===== src/rtl/simd_sequencer.sv =====
// SIMD run controller: owns the program counter and the fetch/issue rhythm.
// One zero-overhead hardware loop, external stall, drain before done.
module simd_sequencer #(
    parameter int INS_ADDR_WIDTH = 10,
    parameter int LOOP_CNT_WIDTH = 8,
    parameter int DRAIN_CYCLES   = 3
) (
    input  logic                      clk,
    input  logic                      rstn,
    input  logic                      start,
    input  logic [INS_ADDR_WIDTH:0]   prog_len,
    input  logic                      loop_en,
    input  logic [INS_ADDR_WIDTH-1:0] loop_start,
    input  logic [INS_ADDR_WIDTH-1:0] loop_end,
    input  logic [LOOP_CNT_WIDTH-1:0] loop_count,
    input  logic                      ext_stall,
    output logic [INS_ADDR_WIDTH-1:0] pc,
    output logic                      ins_rd_en,
    output logic                      issue_valid,
    output logic                      busy,
    output logic                      done,
    output logic                      cfg_err
);

    localparam int AW = INS_ADDR_WIDTH;
    localparam int CW = LOOP_CNT_WIDTH;
    localparam int DW = (DRAIN_CYCLES > 1) ? $clog2(DRAIN_CYCLES) : 1;

    typedef enum logic [2:0] {
        S_IDLE,
        S_FETCH,
        S_EXEC,
        S_DRAIN,
        S_DONE
    } state_t;

    state_t          state_q, state_d;
    logic [AW-1:0]   pc_q, pc_d;
    logic [AW:0]     last_q, last_d;
    logic [AW-1:0]   lst_q, lst_d;
    logic [AW-1:0]   lend_q, lend_d;
    logic            lact_q, lact_d;
    logic [CW-1:0]   iter_q, iter_d;
    logic [DW-1:0]   drain_q, drain_d;
    logic            busy_q, busy_d;
    logic            cfg_err_q, cfg_err_d;
    logic            cfg_act;

    // Loop config is usable only if the body lies inside the program.
    assign cfg_act = loop_en
                   && (loop_start <= loop_end)
                   && ({1'b0, loop_end} < prog_len);

    // Next-state and datapath updates; every register holds by default.
    always_comb begin
        state_d   = state_q;
        pc_d      = pc_q;
        last_d    = last_q;
        lst_d     = lst_q;
        lend_d    = lend_q;
        lact_d    = lact_q;
        iter_d    = iter_q;
        drain_d   = drain_q;
        busy_d    = busy_q;
        cfg_err_d = cfg_err_q;
        unique case (state_q)
            S_IDLE: begin
                if (start) begin
                    pc_d      = '0;
                    busy_d    = 1'b1;
                    last_d    = prog_len - (AW+1)'(1);
                    lst_d     = loop_start;
                    lend_d    = loop_end;
                    lact_d    = cfg_act;
                    iter_d    = loop_count;
                    cfg_err_d = loop_en && !cfg_act;
                    state_d   = (prog_len == '0) ? S_DONE : S_FETCH;
                end
            end
            S_FETCH: begin
                state_d = S_EXEC;
            end
            S_EXEC: begin
                if (!ext_stall) begin
                    if (lact_q && (pc_q == lend_q)
                        && (iter_q > CW'(1))) begin
                        iter_d  = iter_q - CW'(1);
                        pc_d    = lst_q;
                        state_d = S_FETCH;
                    end else if ({1'b0, pc_q} == last_q) begin
                        drain_d = DW'(DRAIN_CYCLES - 1);
                        state_d = S_DRAIN;
                    end else begin
                        pc_d    = pc_q + AW'(1);
                        state_d = S_FETCH;
                    end
                end
            end
            S_DRAIN: begin
                if (drain_q == '0) begin
                    state_d = S_DONE;
                end else begin
                    drain_d = drain_q - DW'(1);
                end
            end
            S_DONE: begin
                busy_d  = 1'b0;
                state_d = S_IDLE;
            end
            default: begin
                state_d = S_IDLE;
            end
        endcase
    end

    // State and datapath registers with synchronous active-low reset.
    always_ff @(posedge clk) begin
        if (!rstn) begin
            state_q   <= S_IDLE;
            pc_q      <= '0;
            last_q    <= '0;
            lst_q     <= '0;
            lend_q    <= '0;
            lact_q    <= 1'b0;
            iter_q    <= '0;
            drain_q   <= '0;
            busy_q    <= 1'b0;
            cfg_err_q <= 1'b0;
        end else begin
            state_q   <= state_d;
            pc_q      <= pc_d;
            last_q    <= last_d;
            lst_q     <= lst_d;
            lend_q    <= lend_d;
            lact_q    <= lact_d;
            iter_q    <= iter_d;
            drain_q   <= drain_d;
            busy_q    <= busy_d;
            cfg_err_q <= cfg_err_d;
        end
    end

    assign pc          = pc_q;
    assign ins_rd_en   = (state_q == S_FETCH);
    assign issue_valid = (state_q == S_EXEC) && !ext_stall;
    assign done        = (state_q == S_DONE);
    assign busy        = busy_q;
    assign cfg_err     = cfg_err_q;

endmodule


===== config.mk =====
export PLATFORM = sky130hd
export DESIGN_NAME = simd_sequencer
export DESIGN_NICKNAME = d
export VERILOG_FILES = /design/src/rtl/simd_sequencer.sv
export SDC_FILE = /design/constraint.sdc
export NUM_CORES = 1
export LEC_CHECK = 0
export BUFFER_PORTS_ARGS = -buffer_cell sky130_fd_sc_hd__buf_2
export CAP_MARGIN = 30
export CORE_ASPECT_RATIO = 0.75
export CORE_UTILIZATION = 50
export CTS_CLUSTER_SIZE = 8
export DETAILED_ROUTE_END_ITERATION = 7
export GPL_ROUTABILITY_DRIVEN = 1
export GPL_TIMING_DRIVEN = 0
export PLACE_DENSITY = 0.81
export REMOVE_ABC_BUFFERS = 1
export SLEW_MARGIN = 25
export SYNTH_ARGS = -nofsm -noshare
export SYNTH_HDL_FRONTEND = slang
export SYNTH_SLANG_ARGS = --single-unit

===== constraint.sdc =====
create_clock -name clk -period 2.2 [get_ports clk]
set_input_delay 0.44 -clock clk [delete_from_list [all_inputs] [get_ports clk]]
set_output_delay 0.44 -clock clk [all_outputs]
set_load 0.02 [all_outputs]

==> After elaboration in Yosys (flattened, before gate mapping) <==
Index checks and enable logic that the tools add are counted.
{ "totals": {"input_bits": 44, "ff_bits": 57, "wordCells": 74, "out_inout_bits": 15} }
{ "classes": {"n_mux": 23, "magnitude_cmp": 3, "n_addsub": 4, "eq_ne": 14, "reduce_logical": 20} }
{ "ops": {"columns": ["cell", "n"], "rows": [
  ["10-bit 2-to-1 mux", 4],
  ["8-bit 2-to-1 mux", 3],
  ["10-bit case mux with 2 select lines", 1],
  ["8-bit case mux with 2 select lines", 1],
  ["2-bit inequality test, second input constant", 7],
  ["2-bit 2-to-1 mux", 6],
  ["3-bit 2-to-1 mux", 4],
  ["3-bit case mux with 4 select lines", 1],
  ["10-bit by 11-bit equality test with 1-bit output", 1],
  ["11-bit logical NOT", 1],
  ["10-bit by 11-bit < comparator with 1-bit output", 1],
  ["11-bit by 1-bit subtractor with 11-bit output, second input constant", 1],
  ["10-bit by 1-bit adder with 10-bit output, second input constant", 1],
  ["10-bit equality test", 1],
  ["10-bit <= comparator", 1],
  ["8-bit by 1-bit greater-than comparator with 1-bit output, second input constant", 1],
  ["4-bit AND reduction", 2],
  ["8-bit by 1-bit subtractor with 8-bit output, second input constant", 1],
  ["3-bit by 2-bit equality test with 1-bit output, second input constant", 2],
  ["1-bit logical AND", 6],
  ["2-bit nonzero test", 3],
  ["5-bit AND reduction", 1],
  ["2-bit case mux with 2 select lines", 1],
  ["2-bit AND reduction", 2],
  ["10 further kinds", 11]
]} }

==> Depth between registers and ports, before layout <==
Gate-level depths: netlist of the first run.
{ "depth": {"ltp_word": 6, "depth_mapped": 10, "depth_no_buf": 8} }

==> Least setup slack after synthesis of the first run <==
Ideal clock, no wire load.
{ "synth_timing": {"kind": "register to register", "start": "reg iter_q[4]", "end": "reg pc_q[2] (netlist: pc[2])", "synth_period_minus_slack_ns": 2.129, "t_arrival_ns": 2.011, "setup_time_ns": 0.119, "stages_incl_launch_ff": 8, "required_time_ns": 2.081, "n_path_buf": 1, "setup_slack_ns": 0.071, "cell_sequence": "dfxtp_1 or3_4 or4_4 nand4b_2 buf_6 mux2_2 o21ai_0 nand2_1"} }
{ "synth_via": {"elab_chain_len": 5, "elab_cells_between_ends": 7, "classes_between": "order compare: 1; eq/ne: 1; mux: 3; reduce/logical: 2"} }
{ "synth_lines": {"columns": ["element", "line", "rtl"], "rows": [
  ["start: declaration", "43", "logic [CW-1:0] iter_q, iter_d;"],
  ["start signal: assignment", "136", "iter_q <= iter_d;"],
  ["8-bit by 1-bit greater-than comparator with 1-bit output *", "86", "&& (iter_q > CW'(1))) begin"],
  ["1-bit logical AND *", "86", null],
  ["10-bit 2-to-1 mux", "85", "if (lact_q && (pc_q == lend_q)"],
  ["10-bit 2-to-1 mux", "84", "if (!ext_stall) begin"],
  ["10-bit case mux with 2 select lines", "66", "unique case (state_q)"],
  ["end signal: assignment", "131", "pc_q <= pc_d;"],
  ["end: declaration", "38", "logic [AW-1:0] pc_q, pc_d;"]
]} }
Mark *: on every way between the ends. The rest lies on a longest branch, timed or not. The select of a mux whose other input is x is not followed.
A chain may end at the register's enable or synchronous reset.

==> Worst setup path in the final report of the first run <==
{ "layout_timing": {"start": "reg state_q[0]", "end": "out issue_valid"} }
{ "layout_via": {"elab_chain_len": 2} }
{ "layout_lines": {"columns": ["element", "line", "rtl"], "rows": [
  ["start: declaration", "37", "state_t state_q, state_d;"],
  ["start signal: assignment", "130", "state_q <= state_d;"],
  ["3-bit by 2-bit equality test with 1-bit output", "145", "assign issue_valid = (state_q == S_EXEC) && !ext_stall;"],
  ["1-bit logical AND", "145", null],
  ["end: declaration", "19", "output logic issue_valid,"]
]} }
No other way between the ends.

==> summary.md, run 1 <==
| Metric | Value |
|---|---|
| Outcome | `complete, no violations` |
| Setup crit end kind | `primary output` |
| CP max stage delay | `0.52 ns` |
| Post-synthesis mux area share | `0.887%` |
| Syn-to-layout area delta | `20.3%` |
| Vias in the first global route | `3314` |
| P_sw | `908 µW` |
| Crit-path max FO | `11` |
| Maximum vdd drop | `0.319 mV` |
| Compound-Gate Fraction of Synth Area | `21.2%` |
| Synth Register Bits | `57` |
| Max frequency | `463 MHz` |
| Largest net degree at the start of global routing | `43` |
| Port buffer count | `58` |
| CORE AREA | `6800 µm²` |
| Switching part of the total | `31.1%` |
| Routed WL | `10000 µm` |
| Ant diodes | `0` |
| Slew HR | `59.2%` |
| Top post-synthesis cells by area | `dfxtp_1 (32%), ha_1 (8.5%), nand2_1 (6.9%)` |
| Sequential Power Share | `40.6%` |
| H-Tree Depth | `3` |
| Adder and majority gate portion of the synthesized area | `8.52%` |
| DRT iter0 DRCs | `343` |
| Total Power | `2.92 mW` |
| CP required | `1.76 ns` |
| DIE HEIGHT | `74.7 µm` |
| Worst-Margin Slew | `0.612 ns` |
| Hold Path Sink | `last_q[0]` |
| Int Power | `2.02 mW` |
| Crit Path Class | `reg2out` |
| Die X | `99.0 µm` |
| Clk sinks | `57` |
| Yosys cell types | `52` |
| Initial Util | `51.9%` |
| Hold depth | `2` |
| Initial antenna violation count | `0` |
| DR vias | `3586` |
| Area of the die | `7400 µm²` |
| Critical Path AT | `1.72 ns` |
| Post-DRT Antenna Nets | `0` |
| Synth async-reset ratio | `0%` |
| CTS max path bufs | `2` |
| Hold_ws | `0.307 ns` |
| Largest family of logic cells by synthesized area | `simple AND/OR/NAND/NOR gates` |
| Critical hold path startpoint | `prog_len[0]` |
| Seq. cell area | `1160 µm²` |
| Synth top area share | `32.4%` |
| Mapped Area | `3530 µm²` |
| GRT Total Usage | `27.4%` |
| Global-route wire length before repair | `15700 µm` |
| Setup Viol. Count Final | `0` |
| Leak | `1.94 nW` |
| Synth area leader | `dfxtp_1` |
| CTS root buffer | `clkbuf_8` |
| Layout Nets | `572` |
| Routability Congestion | `0.856` |
| IO Count | `59` |
| Cell count after synthesis | `449` |
| TritonRoute pass-1 iters | `7` |
| Min-Delay Path Class | `in2reg` |
| Layout cells sized above 1 | `24.2%` |
| CTS Hold Buffers Added | `0` |
| Hold Fails Final Rpt | `0` |
| Clock skew | `0.00877 ns` |
| Slew Limit Fails | `0` |
| Xor/xnor share of the synthesized area | `8.45%` |
| R2R depth | `6` |
| Avg Inst Size Synth | `7.85 µm²` |
| TritonCTS clock tree | `done` |
| Footprint of the multi-input gates | `2260 µm²` |
| Final min period | `2.16 ns` |
| Worst-Skew Late Latency | `0.35 ns` |
| Post-Synth Simple-Gate Area | `21.5%` |
| Power per cell area | `689 nW/µm²` |
| Max-Cap Viols | `0` |
| Vias per cell | `6.05` |
| # rows | `26` |
| Sequential share of the synthesized area | `32.4%` |
| Slowest CP cell | `or3b_4` |
| # DRC | `0` |
| Gate power share | `24.2%` |
| R2R Path End | `drain_q[1]` |
| CTS Buf Count | `9` |
| Post-synth EDFFs | `0` |
| R2R setup slack | `0.05 ns` |
| Post-DR wirelength/cell | `16.9 µm` |
| Worst setup SP type | `flip-flop` |
| Reg-to-reg startpoint | `iter_q[5]` |
| Post-DP HPWL | `7060 µm` |
| Congestion Overflow GR | `0` |
| Top_reg_cell synth | `dfxtp_1` |
| Syn. warnings | `0` |
| CP Cell Sequence | `or3b_4, nor2_4, buf_2` |
| Clock power share | `35.2%` |
| Fillers | `568` |
| Reg clk slew, reported paths | `0.06 ns` |
| Setup_tns | `0 ns` |
| Fin crit share | `98.2%` |
[worst max-delay path, delay by kind of cell, from the launching register on]
family	cells	cell delay [ns]
buffers and inverters	1	0.21
AND/OR/NAND/NOR	2	0.75
flip-flops	1	0.41
[cell type report]
| type | instances | area share (%) |
|---|---|---|
| multi-input cells | 333 | 53.3 |
| flip-flops and latches | 57 | 27.3 |
| repair buffers | 70 | 9.03 |
| clock buffers | 14 | 4.07 |
| inverters | 33 | 2.95 |
| well taps | 84 | 2.48 |
| clock inverters | 2 | 0.826 |
[sequential cells by signal, indices dropped and copies added, names as in the netlist]
signal / cells
busy: 1
cfg_err: 1
drain_q: 2
iter_q: 8
lact_q: 1
last_q: 11
lend_q: 10
lst_q: 10
pc: 10
state_q: 3
[power groups by stage]
stage / logic (mW) / registers (mW) / clock network [mW]
2_1_floorplan: 0.415 / 1.19 / 0
4_1_cts: 0.666 / 1.18 / 1.04
6_report: 0.708 / 1.19 / 1.03
3_5_place_dp: 0.610 / 1.20 / 0
5_1_grt: 0.782 / 1.20 / 1.09
3_3_place_gp: 0.579 / 1.20 / 0
[metrics by stage]
step / instance area, µm² / setup slack (ns) / std cells / util (%)
final: 4240 / 0.0390 / 593 / 62.4
after global routing: 4240 / -0.141 / 593 / 62.4
after CTS: 4190 / -0.0171 / 591 / 61.6
after detailed placement: 3840 / -0.640 / 570 / 56.5
after global placement: 3790 / -4.14 / 564 / 55.8
after floorplan: 3400 / -2.40 / 422 / -
[synthesized netlist by cell type (all sizes together) (2+ instances only)]
cell type  number
nand2          65
dfxtp          57
a21oi          46
nor2           39
inv            32
ha             24
xor2           23
clkbuf         20
nor4           13
a211oi         12
nand3          12
xnor2          11
o21ai          10
a22o            7
buf             7
nand4           7
nor3            7
a31oi           6
o211ai          5
o31ai           5
a21o            4
and3            3
o221a           3
o311ai          3
or4             3
and2            2
mux2i           2
nand2b          2
nand4b          2
[worst max-delay path by stage]
stage	startpoint	to	slack [ns]	depth (start not counted)
after global placement	state_q[1]	iter_q[5]	-4.14	5
after detailed placement	pc[1]	pc[2]	-0.64	6
after global routing	pc[2]	iter_q[4]	-0.14	6
after CTS	state_q[0]	issue_valid	-0.02	3
after floorplan	state_q[1]	iter_q[5]	-2.40	5
final	state_q[0]	issue_valid	0.04	3
[cells in the final DEF (no fill, tap or decap), types with 9 or more instances in the layout]
cell type   n
a211oi_1   10
nand3_1    11
inv_1      32
nor4_1      9
nand2_1    63
buf_2      60
xnor2_1    11
nor2_1     37
a21oi_1    45
xor2_1     23
o21ai_0     9
ha_1       23
dfxtp_1    46
dfxtp_2     9
clkbuf_8   12
[logic make-up after synthesis]
kind of cell,count (synthesis)
compound gates,111
fa+ha+maj,24
flops,57
xor+xnor,34
simple gates,160
mux,3
buf+inv,60
[metal layers]
metal	GRT usage (%)	vias up	routed length [µm]	part of all wire, %
li1	-	1696	-	-
met4	9.62	0	223	2.2
met3	7.15	31	823	8.2
met2	45.5	182	4620	46
met1	35.3	1677	4370	44
met5	0	-	0	0
[what timing repair did]
item,4_1_cts,5_1_grt
cloned,1,0
pin swaps,4,8
buffers inserted,4,2
resized for setup,21,17
setup endpoints to repair,47,31
Power figures use the tool's default switching activity.
==> inputs of run 2 (changes only) <==
CORE_UTILIZATION = 51   (was 50)
PLACE_DENSITY = 0.82   (was 0.81)
==> run 2 against run 1 <==
- critical path depth up 7
- register-to-register slack got worse by 0.05 ns
- via count down 2.3%
- design area increased by 2.8%
- total power grew 12%
- the run now ends with DRC, setup timing left
- clock skew is 0.0020 ns lower
- combinational power up 2%
==> summary.md, run 2 (synthesis results as in run 1) <==
| Metric | Value |
|---|---|
| Outcome | `complete, but fails checks` |
| Violated checks | `DRC, setup timing` |
| Initial antenna violation count | `0 (unchanged)` |
| Layout Nets | `575 (+0.52%)` |
| Reg-to-reg startpoint | `iter_q[0]` |
| Hold Fails Final Rpt | `0 (unchanged)` |
| Vias per cell | `5.91 (-2.3%)` |
| Largest delay contributor family on the critical path | `simple AND/OR/NAND/NOR gates` |
| Worst-Skew Late Latency | `0.36 ns (about the same)` |
| CP required | `2.49 ns (+0.73 ns)` |
| RSZ-0062 raised after global routing | `yes` |
| CORE AREA | `6470 µm² (-4.8%)` |
| Post-DRT Antenna Nets | `0 (unchanged)` |
| Syn-to-layout area delta | `23.7%` |
| Routability Congestion | `0.874 (+2.0%)` |
| DIE HEIGHT | `74.0 µm (-0.96%)` |
| Vias in the first global route | `3277 (-1.1%)` |
| Crit Path Class | `reg2reg` |
| GR met2 Demand/Resource | `46.5% (+1.0 points)` |
| Post-DP HPWL | `6780 µm (-3.9%)` |
| # DRC | `4 (+4)` |
| Largest reg by FF count | `last_q` |
| Slew Limit Fails | `0 (unchanged)` |
| Final min period | `2.20 ns (+0.0429 ns)` |
| Critical hold path startpoint | `prog_len[0]` |
| Setup_tns | `-0.00389 ns (-0.00389 ns)` |
| Clock skew | `0.00676 ns (-0.00201 ns)` |
| CP max stage delay | `0.56 ns (+0.04 ns)` |
| Util after Layout | `67.4% (+5.0 points)` |
| Die X | `98.0 µm (-0.96%)` |
| CTS root buffer | `clkbuf_8` |
| GR Util met3 | `6.48% (-0.66 points)` |
| Congestion Overflow GR | `0 (unchanged)` |
| Clk sinks | `57 (unchanged)` |
| Worst-Margin Slew | `0.577 ns (-0.0347 ns)` |
| DRT iter0 DRCs | `217 (-37%)` |
| Crit-path max FO | `7 (-4)` |
| WP buf/inv | `3 (+2)` |
| Setup crit end kind | `flip-flop` |
| Fillers | `502 (-12%)` |
| GRT Total Usage | `28.1% (+0.68 points)` |
| Reg clk slew, reported paths | `0.07 ns (about the same)` |
| Max reg flops | `11 (unchanged)` |
| CTS Buf Count | `9 (unchanged)` |
| CTS max path bufs | `2 (unchanged)` |
| Maximum vdd drop | `0.435 mV (+36%)` |
| Min-Delay Path Class | `in2reg` |
| CP Cell Sequence | `inv_4, ha_4, nor2_2, buf_4, or4_4, nand4b_4, buf_12, a21bo_4, and2_4, a22o_1` |
| Routed WL | `9950 µm (-0.89%)` |
| CTS Hold Buffers Added | `0 (unchanged)` |
| Largest net degree at the start of global routing | `43 (unchanged)` |
| Worst setup SP type | `flip-flop` |
| Leak | `1.99 nW (+2.8%)` |
| Commonest cells after routing, fill and taps aside | `nand2_1 (64), buf_2 (59), dfxtp_1 (46), a21oi_1 (45), nor2_1 (37)` |
| DR vias | `3502 (-2.3%)` |
| Setup WS pre-CTS | `-0.558 ns (+0.0823 ns)` |
| Port buffer count | `58 (unchanged)` |
| Gr busiest metal | `met2` |
| GR Util met1 | `35.8% (+0.53 points)` |
| Fin crit share | `100% (+1.9 points)` |
| Power per cell area | `753 nW/µm² (+9.2%)` |
| IO Count | `59 (unchanged)` |
| Global-route wire length before repair | `15700 µm (-0.22%)` |
| Post-placement cell count | `567 (-0.53%)` |
| Max-Cap Viols | `0 (unchanged)` |
| Ant diodes | `0 (unchanged)` |
| Post-DR wirelength/cell | `16.8 µm (-0.89%)` |
| Max frequency | `454 MHz (-1.9%)` |
| Commonest non-fill, non-tap cell in the layout | `nand2_1` |
| # rows | `25 (-3.8%)` |
| Critical Path AT | `2.49 ns (+0.77 ns)` |
| Slew HR | `61.5% (+2.3 points)` |
| Worst setup slack after layout | `-0.00389 ns (-0.0429 ns)` |
| Layout cells sized above 1 | `25.6% (+1.4 points)` |
| Setup Viol. Count Final | `1 (+1)` |
| Initial Util | `54.5% (+2.6 points)` |
| Area of the die | `7250 µm² (-1.9%)` |
| H-Tree Depth | `3 (unchanged)` |
| TritonRoute pass-1 iters | `7 (unchanged)` |
| Layout Cells excl Fill | `593 (unchanged)` |
| TritonCTS clock tree | `done` |
| Critical Path Start | `iter_q[0]` |
| Slowest CP cell | `or4_4` |
-- run 2: path summary, 6_finish.rpt --
check	endpoint	slack [ns]	depth (start not counted)
worst max-delay path	pc[9]	-0.004	10
worst min-delay path	last_q[0]	0.30	2
worst max register to register	pc[9]	-0.004	10
worst min register to register	lst_q[5]	0.46	2
-- run 2: what timing repair did --
| item | CTS | global route |
|---|---|---|
| setup buffers | 6 | 4 |
| endpoints found under the setup margin | 47 | 27 |
| pin swaps | 5 | 10 |
| gates cloned | 1 | 0 |
| resized for setup | 19 | 23 |
-- run 2: cell type report --
type / instances / area [µm²] / area share, %
clock inverters: 5 / 125 / 2.87
well taps: 81 / 101 / 2.32
flip-flops and latches: 57 / 1160 / 26.6
inverters: 33 / 128 / 2.93
multi-input cells: 333 / 2280 / 52.4
repair buffers: 73 / 413 / 9.47
clock buffers: 11 / 151 / 3.47
-- run 2: power breakdown --
| group | leakage (nW) | switching, mW | internal [mW] | total [mW] |
|---|---|---|---|---|
| sequential | 0.472 | 0.0758 | 1.11 | 1.19 |
| clock | 0.140 | 0.444 | 0.927 | 1.37 |
| combinational | 1.38 | 0.423 | 0.298 | 0.721 |
-- run 2: through the flow --
stage / hold slack [ns] / power, mW / instance area (µm²)
4_1_cts: 0.300 / 3.21 / 4250
2_1_floorplan: 0.434 / 1.61 / 3400
6_report: 0.302 / 3.28 / 4360
3_5_place_dp: 0.450 / 1.81 / 3840
5_1_grt: 0.312 / 3.41 / 4360
3_3_place_gp: 0.446 / 1.78 / 3790
-- run 2: per-layer routing --
layer	routed length (µm)	share of wire (%)
met5	0	0
met1	4550	46
met3	700	7.0
met2	4460	45
met4	236	2.4
==> inputs of run 3 (changes only) <==
ABC_AREA = 1   (was not set)
CELL_PAD_IN_SITES_DETAIL_PLACEMENT = 0   (was not set)
CELL_PAD_IN_SITES_GLOBAL_PLACEMENT = 1   (was not set)
CORE_UTILIZATION = 36   (was 51)
==> run 3 against run 2 <==
- the run now ends clean
- fmax up 6.1%
- design area rose by 3.7%
- synthesized cell count is 31% higher
- sequential share of layout area down 1.2 points
- clock power about the same
- utilization down 22 points
- non-clock buffer count down 8
- combinational power is 86% higher
- die area rose by 50%
- register-to-register slack improved by 0.21 ns
- global-route usage decreased by 7.4 points
- via count is 10% higher
- critical path type is now reg2out
- largest power group is now sequential cells
- highest routed layer unchanged
==> summary.md, run 3 <==
| Metric | Value |
|---|---|
| Min-Delay Path Class | `in2reg` |
| Most common cell in the netlist | `nand2_1` |
| CTS max path bufs | `2 (unchanged)` |
| Setup crit end kind | `primary output` |
| Maximum vdd drop | `0.416 mV (-4.4%)` |
| CTS Hold Buffers Added | `0 (unchanged)` |
| DR vias | `3861 (+10%)` |
| Fillers | `1074 (+110%)` |
| CTS root buffer | `clkbuf_16` |
| Reg-to-reg startpoint | `iter_q[0]` |
| Yosys cell types | `31 (-40%)` |
| Cell count after synthesis | `587 (+31%)` |
| Post-DR wirelength/cell | `14.3 µm (-15%)` |
| Syn. warnings | `0 (unchanged)` |
| Reg clk slew, reported paths | `0.05 ns (-0.02 ns)` |
| Synth top area share | `30.2% (-2.1 points)` |
| # rows | `31 (+24%)` |
| Max frequency | `481 MHz (+6.1%)` |
| Setup Viol. Count Final | `0 (-1)` |
| DIE HEIGHT | `90.7 µm (+22%)` |
| Commonest non-fill, non-tap cell in the layout | `nand2_1` |
| Area of the die | `10900 µm² (+50%)` |
| Clock skew | `0.00588 ns (-0.000880 ns)` |
| Die X | `120 µm (+23%)` |
| Initial antenna violation count | `0 (unchanged)` |
| TritonCTS clock tree | `done` |
| Switching part of the total | `36.7% (+8.0 points)` |
| Critical Path Start | `state_q[1]` |
| Int Power | `2.62 mW (+12%)` |
| Post-synth EDFFs | `0 (unchanged)` |
| Largest net degree at the start of global routing | `39 (-9.3%)` |
| Post-synthesis mux area share | `0% (-0.89 points)` |
| Synth async-reset ratio | `0% (unchanged)` |
| Final min period | `2.08 ns (-0.127 ns)` |
| Clk sinks | `57 (unchanged)` |
| Synth area leader | `dfxtp_1` |
| CP max stage delay | `0.38 ns (-0.18 ns)` |
| Crit-path max FO | `19 (+12)` |
| Fin crit share | `94.4% (-5.8 points)` |
| Initial Util | `38.0% (-16 points)` |
| Setup_tns | `0 ns (+0.00389 ns)` |
| Seq. cell area | `1150 µm² (-0.86%)` |
| Port buffer count | `58 (unchanged)` |
| Worst-Skew Late Latency | `0.33 ns (-0.03 ns)` |
| GRT Total Usage | `20.7% (-7.4 points)` |
| Hold_ws | `0.354 ns (+0.0520 ns)` |
| RSZ-0062 raised after global routing | `no` |
| Top post-synthesis cells by area | `dfxtp_1 (30%), nand2_1 (13%), a21oi_1 (8.6%)` |
| Post-Synth Simple-Gate Area | `27.9% (+6.4 points)` |
| Total Power | `4.14 mW (+26%)` |
| Hold Fails Final Rpt | `0 (unchanged)` |
| P_sw | `1.52 mW (+61%)` |
| CP required | `1.76 ns (-0.73 ns)` |
| CORE AREA | `9930 µm² (+53%)` |
| Vias per cell | `4.99 (-16%)` |
| R2R setup slack | `0.21 ns (+0.21 ns)` |
| Routability Congestion | `0.852 (-2.5%)` |
| Max reg flops | `11 (unchanged)` |
| IO Count | `59 (unchanged)` |
| CP Cell Sequence | `inv_2, nor3_4, buf_6, inv_4, nor2_1, buf_2` |
| Worst-Margin Slew | `0.754 ns (+0.177 ns)` |
| Post-placement cell count | `751 (+32%)` |
| Sequential share of the synthesized area | `30.2% (-2.1 points)` |
| Slew Limit Fails | `0 (unchanged)` |
| Slew HR | `49.7% (-12 points)` |
| Clock power share | `33.8% (-8.0 points)` |
| Crit Path Class | `reg2out` |
| Critical hold path startpoint | `prog_len[0]` |
| Global-route wire length before repair | `17600 µm (+13%)` |
| Layout cells sized above 1 | `17.3% (-8.3 points)` |
| Post-DP HPWL | `7920 µm (+17%)` |
| Critical Path AT | `1.64 ns (-0.85 ns)` |
| Commonest cells after routing, fill and taps aside | `nand2_1 (129), inv_1 (77), a21oi_1 (65), buf_2 (58), nor2_1 (55)` |
| Routed WL | `11000 µm (+11%)` |
| Vias in the first global route | `3506 (+7.0%)` |
| Max-Cap Viols | `0 (unchanged)` |
| Synth Register Bits | `57 (unchanged)` |
| TritonRoute pass-1 iters | `5 (-2)` |
| Layout Nets | `706 (+23%)` |
| CTS Buf Count | `9 (unchanged)` |
| Largest family of logic cells by synthesized area | `simple AND/OR/NAND/NOR gates` |
| Largest delay contributor family on the critical path | `buffers and inverters` |
| Placed Area | `4120 µm² (+7.3%)` |
| Xor/xnor share of the synthesized area | `4.41% (-4.0 points)` |
| Compound-Gate Fraction of Synth Area | `17.6% (-3.6 points)` |
| # DRC | `0 (-4)` |
| Largest reg by FF count | `last_q` |
| H-Tree Depth | `3 (unchanged)` |
| Avg Inst Size Synth | `6.43 µm² (-18%)` |
| WP buf/inv | `4 (+1)` |
| Power per cell area | `915 nW/µm² (+22%)` |
| Outcome | `complete, no violations` |
| Adder and majority gate portion of the synthesized area | `7.96% (-0.56 points)` |
| Gate power share | `32.4% (+10 points)` |
| Worst setup SP type | `flip-flop` |
| Slowest CP cell | `dfxtp_1` |
| Worst setup slack after layout | `0.123 ns (+0.127 ns)` |
| Mapped Area | `3770 µm² (+7.0%)` |
| Most frequent cells after synthesis | `nand2_1 (129), inv_1 (78), a21oi_1 (65)` |
| Layout Cells excl Fill | `774 (+31%)` |
| Setup WS pre-CTS | `-0.470 ns (+0.0881 ns)` |
| Ant diodes | `0 (unchanged)` |
| Syn-to-layout area delta | `19.9%` |
| Footprint of the multi-input gates | `2230 µm² (-2.2%)` |
| Post-DRT Antenna Nets | `0 (unchanged)` |
| Fin area | `4520 µm² (+3.7%)` |
| DRT iter0 DRCs | `323 (+49%)` |
| Leak | `2.16 nW (+8.7%)` |
| Util after Layout | `45.6% (-22 points)` |
| Congestion Overflow GR | `0 (unchanged)` |
| Sequential Power Share | `33.8% (-2.5 points)` |
| Top_reg_cell synth | `dfxtp_1` |
run 3: cell count changes in the layout (fill, tap and decap cells not counted), sizes merged, moves of 8 or more:
| cell | before | now |
|---|---|---|
| nand2 | 65 | 135 |
| o21ai | 10 | 48 |
| a21oi | 46 | 66 |
| a211oi | 12 | 1 |
| inv | 32 | 84 |
| nor2 | 39 | 59 |
| nor4 | 13 | 0 |
| nand4 | 7 | 15 |
| buf | 73 | 65 |
| xor2 | 23 | 14 |
| nand3 | 12 | 37 |
run 3: path summary, 6_finish.rpt:
kind / to / cells after the start
hold / removal: last_q[0] / 2
hold reg to reg: lst_q[4] / 2
setup reg to reg: pc[1] / 11
setup / recovery: issue_valid / 6
run 3: worst register-to-register path: stages (launching register included):
cell and delay [ns]:
dfxtp_1 0.33, inv_1 0.14, ha_2 0.25, o21ai_1 0.09, nor2_2 0.21, nor2_4 0.06, nand2_4 0.09, nand2_2 0.09
nand2_1 0.18, nand2_2 0.20, a21oi_1 0.20, nor2_1 0.06
run 3: cell families after synthesis:
kind of cell             after synthesis
flip-flops                            57
AO/OA/AOI/OAI                        125
XOR/XNOR                              19
buffers and inverters                112
adder cells (fa/ha/maj)               24
AND/OR/NAND/NOR                      250
run 3: layout make-up:
cell class              instances  area share (%)
repair inverters                1           0.166
clock buffers                  12            5.67
repair buffers                 65            7.66
multi-input cells             419            49.4
inverters                      85            7.19
well taps                     132            3.65
clock inverters                 3           0.885
flip-flops and latches         57            25.4
run 3: timing repair:
item / in CTS / in global routing
endpoints found under the setup margin: 43 / 42
buffers inserted: 1 / 5
pin swaps: 1 / 2
gates resized for setup: 8 / 11
cloned: 1 / 1
run 3: routing by layer:
| layer | global-route usage (%) | wire, µm | part of all wire, % | up-vias |
|---|---|---|---|---|
| li1 | - | - | - | 2007 |
| met1 | 30.5 | 5630 | 51 | 1736 |
| met2 | 30.4 | 4610 | 42 | 110 |
| met3 | 4.36 | 719 | 6.5 | 8 |
| met4 | 4.90 | 68 | 0.62 | 0 |
| met5 | 0 | 0 | 0 | - |
run 3: power by group through the flow:
stage | sequential, mW | combinational, mW | clock [mW]
global placement | 1.40 | 1.20 | 0
floorplan | 1.40 | 0.854 | 0
detailed placement | 1.41 | 1.24 | 0
CTS | 1.39 | 1.28 | 1.42
global route | 1.42 | 1.53 | 1.46
finish | 1.40 | 1.34 | 1.40
